===== src/rtl/ft_recovery_ctrl.sv =====
// Lockstep recovery sequencer: halts both cores, restores their register
// files from the checkpoint copy, then restores the PC and releases them.
module ft_recovery_ctrl #(
    parameter int ADDR_WIDTH = 5,
    parameter int DATA_WIDTH = 32,
    parameter int NUM_REGS   = 32,
    parameter int MAX_RETRY  = 3,
    parameter int CNT_WIDTH  = 8
) (
    input  logic                  clk_i,
    input  logic                  rst_i,
    input  logic                  error_i,
    input  logic                  valid_instr_i,
    input  logic                  halted_i,
    output logic                  halt_o,
    output logic [ADDR_WIDTH-1:0] rf_raddr_o,
    input  logic [DATA_WIDTH-1:0] rf_rdata_i,
    output logic                  rf_we_o,
    output logic [ADDR_WIDTH-1:0] rf_waddr_o,
    output logic [DATA_WIDTH-1:0] rf_wdata_o,
    output logic                  pc_restore_o,
    output logic                  recovering_o,
    output logic                  fail_o,
    output logic [CNT_WIDTH-1:0]  err_count_o
);

    // One extra bit so idx can reach NUM_REGS for the final write cycle.
    localparam int IDX_W = ADDR_WIDTH + 1;
    localparam int RW = (MAX_RETRY > 0) ? $clog2(MAX_RETRY + 1) : 1;
    localparam logic [IDX_W-1:0] LAST_IDX = IDX_W'(NUM_REGS);
    localparam logic [RW-1:0] RETRY_MAX = RW'(MAX_RETRY);

    typedef enum logic [2:0] {
        IDLE,
        HALT,
        COPY,
        RESUME,
        FAIL
    } state_t;

    state_t          state;
    logic [IDX_W-1:0] idx;
    logic [RW-1:0]    retry_cnt;
    logic             detect;

    assign detect = valid_instr_i & error_i;

    always_ff @(posedge clk_i) begin
        if (rst_i) begin
            state       <= IDLE;
            idx         <= '0;
            retry_cnt   <= '0;
            err_count_o <= '0;
            fail_o      <= 1'b0;
        end else begin
            unique case (state)
                IDLE: begin
                    if (detect) begin
                        if (err_count_o != '1)
                            err_count_o <= err_count_o + CNT_WIDTH'(1);
                        if (retry_cnt == RETRY_MAX) begin
                            state  <= FAIL;
                            fail_o <= 1'b1;
                        end else begin
                            state     <= HALT;
                            retry_cnt <= retry_cnt + RW'(1);
                        end
                    end else if (valid_instr_i) begin
                        retry_cnt <= '0;
                    end
                end
                HALT: begin
                    if (halted_i) begin
                        state <= COPY;
                        idx   <= '0;
                    end
                end
                COPY: begin
                    if (idx == LAST_IDX) begin
                        state <= RESUME;
                        idx   <= '0;
                    end else begin
                        idx <= idx + IDX_W'(1);
                    end
                end
                RESUME: state <= IDLE;
                FAIL:   state <= FAIL;
                default: state <= IDLE;
            endcase
        end
    end

    // Read leads write by one cycle to match the checkpoint RF latency.
    always_comb begin
        halt_o       = 1'b0;
        recovering_o = 1'b0;
        pc_restore_o = 1'b0;
        rf_we_o      = 1'b0;
        rf_raddr_o   = '0;
        rf_waddr_o   = '0;
        rf_wdata_o   = '0;
        unique case (state)
            IDLE: ;
            HALT: begin
                halt_o       = 1'b1;
                recovering_o = 1'b1;
            end
            COPY: begin
                halt_o       = 1'b1;
                recovering_o = 1'b1;
                if (idx < LAST_IDX)
                    rf_raddr_o = idx[ADDR_WIDTH-1:0];
                if (idx != '0) begin
                    rf_we_o    = 1'b1;
                    rf_waddr_o = idx[ADDR_WIDTH-1:0] - ADDR_WIDTH'(1);
                    rf_wdata_o = rf_rdata_i;
                end
            end
            RESUME: begin
                halt_o       = 1'b1;
                recovering_o = 1'b1;
                pc_restore_o = 1'b1;
            end
            FAIL: halt_o = 1'b1;
            default: ;
        endcase
    end

endmodule

===== config.mk =====
export PLATFORM = sky130hd
export DESIGN_NAME = ft_recovery_ctrl
export DESIGN_NICKNAME = d
export VERILOG_FILES = /design/src/rtl/ft_recovery_ctrl.sv
export SDC_FILE = /design/constraint.sdc
export NUM_CORES = 1
export LEC_CHECK = 0
export ABC_CLOCK_PERIOD_IN_PS = 6460
export CAP_MARGIN = 20
export CORE_MARGIN = 5
export CORE_UTILIZATION = 45
export DETAILED_ROUTE_END_ITERATION = 12
export DONT_BUFFER_PORTS = 1
export PLACE_DENSITY_LB_ADDON = 0.05
export RECOVER_POWER = 100
export SETUP_SLACK_MARGIN = 0.2
export SLEW_MARGIN = 30
export SYNTH_ARGS = -nofsm -noshare
export SYNTH_HDL_FRONTEND = slang
export SYNTH_SLANG_ARGS = --single-unit
export TNS_END_PERCENT = 20

===== constraint.sdc =====
create_clock -name clk_i -period 6.46 [get_ports clk_i]
set_clock_uncertainty 0.1 [all_clocks]
set_input_delay 1.292 -clock clk_i [delete_from_list [all_inputs] [get_ports clk_i]]
set_output_delay 1.292 -clock clk_i [all_outputs]
set_load 0.05 [all_outputs]

==> impl_results.md, run 1 <==
- Final Cell Area: ~0.0014 sq mm
- CTS root buf: clkbuf_4
- PD cells: 173.1 mW/mm^2
- Relative slew slack: -9.801%
- Crit Path Max Fanout: 33
- Post-CTS setup buffers: 0
- CP max stage cell: inv_1
- Crit path arrival time: about 3.4 ns
- Pins over their slew limit: 1
- Status: finished, violations left
- Pleak: 0.5014 nW
- Via count: 1299
- Critical path class: reg2out
- Post-synth top flop: dfxtp_1
- Part of the power in registers: 54.0%
- Worst hold-check path type: reg2reg
- Clk_lat worst skew: 0.30 ns
- Num ports: 92
- GPL Wtd Cong: between 0.8 and 0.9
- TritonCTS clock tree: built
- Crit share post-route: between 70 and 80%
- Post-CTS sizing: 0
- EDFF count, synth: 0
- DIE HEIGHT: 65.91 um
- Yosys reg bits: 20
- Die footprint: 0.004343 sq mm
- Row count: 20
- HPWL after detailed placement: between 2000 and 3000 um
- Unique masters post-synth: approximately 50
- Syn_nets: 226
- Final setup fails: 0
- Area delta synth->final: 1.779%
- Commonest non-fill, non-tap cells in the layout: 35 x and2_0, 24 x nor2_1, 20 x dfxtp_1
- Number of global-route vias before repair: 1173
- Worst path max stage delay: 0.84 ns
- Peak VDD IR: 101.3 uV
- Clock power share: 30.0%
- Crit path cell chain: nor3b_1 -> o21ai_0 -> inv_1 -> and2_0
- Top Layer Used: met4
- Final Hold Vio Count: 0
- Syn avg cell area: 7.643 sq um
- DRC viols: 0
- Most common cell after layout, fill and taps aside: and2_0
- GR Overflow Total: 0
- Met3 WL: 243 um
- Die X: 65.91 um
- CP bufs+invs: 1
- Antenna violations before repair: 0
- Min Tclk post-route: 4.789 ns
- CTS buffer count: 3
- Delay-heaviest family, CP: simple AND/OR/NAND/NOR gates
- CTS clk-pin slew, worst paths: 0.12 ns
- Fmax: about 210 MHz
- Setup TNS: 0 ns
- Hold-fix buffers, CTS: 0
- Port bufs: 0
- Number of vias per cell: 5.825
- Met2 wire length: 1893 um
- Failing checks: capacitance limit, slew limit
- CP startpoint kind: register
- Gate Count Post-Synth: around 180
- Total routed wirelength: 3751 um
- Cell Area, Placed: 0.001434 sq mm
- Clock sink count: 20
- Maximum clock insertion buffer count: 2
- Metal1 wirelength: 1593 um
- Critical Path End Type: primary output
- Core area: 0.003028 sq mm
- Global-route wire length before repair: ~5400 um
- Seq/Total Area, Yosys: 28.47%
- Comb pwr share: 15.9%
- Largest net degree at the start of global routing: 34
- Async S/R FF share, synth: 0%
- Mapped cell area: 0.001406 sq mm
- Int Pwr: 0.0001722 W
- DR WL/cell: 16.82 um
- Sw power: 0.00007555 W
- Total track usage: 15.69%
- Actual slew at the worst max-slew pin: 1.643 ns
- Finished Core Util: 47.27%
- Nets: between 200 and 250
- Initial Util: 46.45%
- Antenna-violating nets left: 0
- Share of post-route cells with drive strength above 1: 3.911%
- Yosys warns: 0
- RSZ-0062 raised after global routing: no
- Total power: 0.0002477 W
- Max Cap Viol: 1
- Switching Share: 30.50%
- Initial DRC count: 44
- # diodes: 0
- H-Tree Level Count: 1
- Worst Path Required: 5.07 ns
- DRT Pass-1 Iters: 4
flip-flops by register name, summed over array words and instances, names as in the netlist:
register / cells
err_count_o: 8
idx: 6
state: 3
retry_cnt: 2
fail_o: 1
cell type report:
type / instances / area [sq um]
clock buffer: 4 / 36.28
multi-input combinational: 147 / 909.6
sequential: 20 / 400.4
tap: 44 / 55.05
timing repair buffer: 2 / 7.507
inverter: 6 / 22.52
fill: 320 / 1597
synthesized netlist by cell type (all sizes together) (2+ instances only):
cell    instances  share of area [%]
a211oi          3                2.0
a21oi          10                3.6
a22oi           2                1.1
a31oi           4                1.8
and2           35                 16
and3            2               0.89
and4b           2                1.4
buf             4                2.0
clkbuf          7                2.0
dfxtp          20                 28
ha              5                4.4
inv             6                1.6
nand2           7                1.9
nand3           8                3.2
nand3b          2                1.1
nand4           2               0.89
nor2           24                6.4
nor3            8                2.8
nor3b           2                1.4
nor4            2               0.89
o21ai           6                2.4
or3             3                1.7
or4b            2                1.4
xnor2           3                1.9
worst reg2reg max path, delay by kind of cell, from the launching register on:
kind	cells	cell delay, ns
flops	1	0.71
simple gates	2	0.42
mux	1	0.36
fa+ha+maj	1	0.34
power groups by stage:
stage,logic [W],clock network [W],registers [W]
2_1_floorplan,0.0000400,0,0.000134
3_3_place_gp,0.0000403,0,0.000136
3_5_place_dp,0.0000415,0,0.000137
4_1_cts,0.0000417,0.0000781,0.000134
5_1_grt,0.0000432,0.0000817,0.000135
6_report,0.0000395,0.0000744,0.000134
per-stage QoR:
stage / instances / worst slack, ns / hold slack, ns
finish: 223 / 1.671 / 0.4455
global route: 223 / 1.367 / 0.4656
CTS: 223 / 2.591 / 0.4518
detailed placement: 219 / 2.943 / 0.4215
global placement: 219 / 2.986 / 0.4063
floorplan: 184 / 2.915 / 0.3815
cells by family after synthesis:
group	after synthesis	share of synthesized area (%)
xor+xnor	4	2.492
compound gates	31	14.41
mux	2	1.512
flops	20	28.47
simple gates	105	43.15
buf+inv	17	5.515
fa+ha+maj	5	4.448
metal layers:
| metal | global-route usage (%) | vias up |
|---|---|---|
| met5 | 0 | - |
| met1 | 19.55 | 611 |
| met2 | 26.28 | 47 |
| met3 | 3.912 | 2 |
| li1 | - | 639 |
| met4 | 4.922 | 0 |
path summary, 6_finish.rpt:
check	slack, ns	to	depth (start not counted)	startpoint
min reg2reg	0.45	retry_cnt[0]	2	retry_cnt[0]
max reg2reg	4.43	err_count_o[6]	4	err_count_o[0]
max	1.67	rf_wdata_o[8]	4	state[1]
min	0.45	retry_cnt[0]	2	retry_cnt[0]
Power figures use the tool's default switching activity.
==> run 2: changes to the inputs <==
- ABC_CLOCK_PERIOD_IN_PS: 6460 -> 4300
- clock period: 6.46 -> 4.3 ns (I/O delays scaled with it)
==> impl_results.md, run 2 (same netlist as run 1, synthesis figures left out) <==
- Status: finished, violations left
- Failing checks: capacitance limit, slew limit
- R2R Setup Slk: 2.26 ns
- CTS root buf: clkbuf_4
- CTS clk-pin slew, worst paths: 0.12 ns
- DR WL/cell: 16.81 um
- Core area: 0.003028 sq mm
- Biggest regs: err_count_o (8), idx (6), state (3)
- Largest net degree at the start of global routing: 34
- Commonest non-fill, non-tap cells in the layout: 32 x and2_1, 24 x nor2_1, 20 x dfxtp_1
- Die X: 65.91 um
- Max Cap Viol: 1
- DRT Pass-1 Iters: 4
- Peak VDD IR: 153.6 uV
- Worst Path Required: 3.34 ns
- Pleak: approximately 0.54 nW
- CTS buffer count: 3
- Hold-fix buffers, CTS: 0
- Fin Hold WS: 0.4488 ns
- Total power: 0.0004165 W
- Number of global-route vias before repair: 1169
- DIE HEIGHT: approximately 66 um
- Register area: 400.4 sq um
- Fmax: about 270 MHz
- Crit path to: rf_wdata_o[8]
- Critical Path End Type: primary output
- Crit path arrival time: between 2 and 3 ns
- Multi-input gate area in the final layout: just over 900 sq um
- Actual slew at the worst max-slew pin: 1.642 ns
- DRC viols: 0
- CP startpoint kind: register
- Antenna violations before repair: 0
- Share of post-route cells with drive strength above 1: 5.028%
- Crit Path Max Fanout: 33
- Final Hold Vio Count: 0
- Worst reg2reg path endpoint: err_count_o[6]
- Critical path class: reg2out
- RSZ-0062 raised after global routing: no
- Reg-to-Reg Start: err_count_o[0]
- TritonCTS clock tree: built
- Worst hold-check path type: reg2reg
- Area delta synth->final: 3.203%
- Final setup fails: 0
- Total track usage: 15.75%
- Maximum clock insertion buffer count: 2
- HPWL after detailed placement: 2946 um
- Total routed wirelength: 3748 um
- Setup TNS: 0 ns
- Antenna-violating nets left: 0
- Post-CTS sizing: 0
- Most common cell after layout, fill and taps aside: and2_1
- Crit share post-route: 84.65%
- Die footprint: 0.004343 sq mm
- PD cells: around 290 mW/mm^2
- Register with the most flip-flops: err_count_o
- Max FFs per register: 8
- Global-route wire length before repair: 5485 um
- Via count: between 1000 and 1500
- Pins over their slew limit: 1
- Initial DRC count: 50
- Crit path from: state[1]
- GR Overflow Total: 0
- H-Tree Level Count: 1
- Num ports: 92
- Post-CTS setup buffers: 0
- Clock sink count: 20
- Relative slew slack: -9.704%
- Cells on worst reg2reg path: 4
- Min Tclk post-route: 3.640 ns
- Port bufs: 0
- Filler cell count: 315
- Initial Util: 46.45%
- Clk_lat worst skew: roughly 0.30 ns
- Row count: 20
- Nets: about 220
- Finished Core Util: 47.93%
- GPL Wtd Cong: 0.8592
- # diodes: 0
- Number of vias per cell: 5.794
## run 2: cell count changes in the layout (fill, tap and decap cells not counted), sizes merged
cell    previous run  this run
bufinv             0         1
clkbuf             6         5
## run 2: layout make-up
cell class | instances | area share, %
flip-flops and latches | 20 | 27.59
repair buffers | 2 | 0.5172
clock buffers | 3 | 1.552
clock inverters | 1 | 2.069
well taps | 44 | 3.793
inverters | 6 | 1.552
multi-input cells | 147 | 62.93
## run 2: metal layers
layer	up-vias	part of all wire [%]	track usage (%)
met2	52	50	26.53
met5	-	0	0
li1	642	-	-
met4	0	0.56	4.922
met3	2	7.4	4.082
met1	596	42	19.40
## run 2: worst max-delay path, cell delays in order, from the launching register on
cell     delay (ns)
dfxtp_1        0.50
nor3b_1        0.64
o21ai_2        0.23
inv_2          0.46
and2_1         0.54
## run 2: how the worst min path moves through the flow
stage	from	end	slack, ns	cells past startpoint
floorplan	retry_cnt[1]	retry_cnt[1]	0.38	2
global placement	retry_cnt[1]	retry_cnt[1]	0.41	2
detailed placement	retry_cnt[0]	retry_cnt[0]	0.42	2
CTS	retry_cnt[0]	retry_cnt[0]	0.45	2
global route	retry_cnt[0]	retry_cnt[0]	0.47	2
finish	retry_cnt[0]	retry_cnt[0]	0.45	2
## run 2: power breakdown
part           switching [W]  total [W]  internal [W]  leakage (nW)
combinational      0.0000431  0.0000596     0.0000165         0.351
clock              0.0000621   0.000156     0.0000942        0.0279
sequential         0.0000108   0.000201      0.000190         0.162
total               0.000116   0.000417      0.000300         0.541
## run 2: stage by stage
stage	instance area [sq um]	setup slack, ns	instances
final	1451	0.6600	223
after detailed placement	1434	1.217	219
after global routing	1451	0.4245	223
after CTS	1486	0.8670	223
after global placement	1426	1.258	219
after floorplan	1406	1.187	184
==> run 3: changes to the inputs <==
- ABC_CLOCK_PERIOD_IN_PS: 4300 -> 3160
- clock period: 4.3 -> 3.16 ns (I/O delays scaled with it)
==> impl_results.md, run 3 (same netlist as run 1, synthesis figures left out) <==
- HPWL after detailed placement: 2986 um
- Final setup fails: 0
- Initial Util: 46.45%
- CTS clk-pin slew, worst paths: between 0.1 and 0.15 ns
- Crit path arrival time: approximately 2.2 ns
- Worst Path Required: approximately 2.4 ns
- CTS root buf: clkbuf_4
- CTS buffer count: 3
- Actual slew at the worst max-slew pin: 0.8852 ns
- PD cells: 316.4 mW/mm^2
- Fin worst setup slack: between 0.2 and 0.25 ns
- DIE HEIGHT: between 60 and 70 um
- Global-route wire length before repair: 5526 um
- Post-route insts no fill: 245
- Relative slew slack: 40.73%
- Area delta synth->final: 14.15%
- Setup TNS: 0 ns
- CP startpoint kind: register
- RSZ-0062 raised after global routing: no
- Number of vias per cell: 5.567
- Hold-fix buffers, CTS: 0
- DRT Pass-1 Iters: 4
- Max Cap Viol: 0
- Clock sink count: 20
- Max FFs per register: 8
- Port bufs: 0
- Pleak: 0.6402 nW
- Biggest regs: err_count_o (8), idx (6), state (3)
- Crit share post-route: just over 90%
- Register area: ~400 sq um
- Clk_lat worst skew: 0.30 ns
- Die X: 65.91 um
- Crit Path Max Fanout: 33
- Total track usage: approximately 16%
- Cells after DPL: 240
- H-Tree Level Count: 1
- Antenna-violating nets left: 0
- GR Overflow Total: 0
- Multi-input gate area in the final layout: 924.6 sq um
- Filler cell count: 300
- Num ports: 92
- Initial DRC count: 59
- Min Tclk post-route: 2.928 ns
- Die footprint: 0.004343 sq mm
- Nets: 244
- TritonCTS clock tree: built
- Worst hold-check path type: in2reg
- Critical Path End Type: primary output
- Share of post-route cells with drive strength above 1: 14.43%
- Largest net degree at the start of global routing: 34
- DRC viols: 0
- DR WL/cell: 15.22 um
- Via count: 1364
- Peak VDD IR: between 200 and 300 uV
- GPL Wtd Cong: 0.8348
- Antenna violations before repair: 0
- Row count: 20
- Total routed wirelength: about 3700 um
- Critical path class: reg2out
- Fmax: 341.5 MHz
- Final Hold Vio Count: 0
- Worst slack at placement: 0.3102 ns
- Register with the most flip-flops: err_count_o
- Most common cell after layout, fill and taps aside: and2_1
- Maximum clock insertion buffer count: 2
- Commonest non-fill, non-tap cells in the layout: 35 x and2_1, 24 x nor2_1, 19 x dfxtp_1
- Pins over their slew limit: 0
- # diodes: 0
- Status: completed
- Number of global-route vias before repair: roughly 1200
- Core area: 0.003028 sq mm
==> run 3: worst paths after layout <==
kind,start,to,slack [ns],cells after the start
setup reg to reg,err_count_o[0],err_count_o[6],1.13,4
hold / removal,rst_i,idx[1],0.28,1
hold reg to reg,retry_cnt[0],retry_cnt[0],0.45,2
setup / recovery,idx[0],rf_wdata_o[20],0.23,7
==> run 3: area by class of cell <==
| class | count | share of cell area, % |
|---|---|---|
| Clock buffer | 4 | 2.260 |
| Inverter | 6 | 1.871 |
| Multi-Input combinational cell | 147 | 57.60 |
| Sequential cell | 20 | 25.02 |
| Timing Repair Buffer | 24 | 9.821 |
| Tap cell | 44 | 3.429 |
==> run 3: power breakdown <==
group / leakage (nW) / switching (W) / internal, W
clock network: 0.0210 / 0.0000790 / 0.0000702
logic: 0.457 / 0.0000592 / 0.0000264
registers: 0.162 / 0.0000149 / 0.000258
==> run 3: per-stage QoR <==
stage | hold slack (ns) | instance area, sq um | total power (W) | util [%]
after floorplan | 0.3815 | 1406 | 0.0003547 | -
after global placement | 0.3961 | 1584 | 0.0003692 | 52.31
after detailed placement | 0.4190 | 1584 | 0.0003711 | 52.31
after CTS | 0.2693 | 1640 | 0.0005217 | 54.17
after global routing | 0.2527 | 1605 | 0.0005387 | 53.02
final | 0.2835 | 1605 | 0.0005080 | 53.02
==> run 3: critical path, cell delays in order (launching register included) <==
cell     delay [ns]
dfxtp_1        0.38
inv_1          0.15
ha_1           0.18
or4b_4         0.47
o21ai_4        0.21
inv_8          0.12
and2_1         0.19
buf_4          0.19
==> run 3: what timing repair did <==
action,4_1_cts,5_1_grt
endpoints found under the setup margin,32,32
setup buffers,1,0
pin swaps,1,1
gates resized for setup,4,5
==> run 3: layer usage <==
metal / GRT usage (%) / up-vias / share of wire, %
li1: - / 688 / -
met1: 18.60 / 622 / 40
met2: 27.53 / 48 / 50
met3: 3.401 / 6 / 7.9
met4: 6.477 / 0 / 1.3
met5: 0 / - / 0
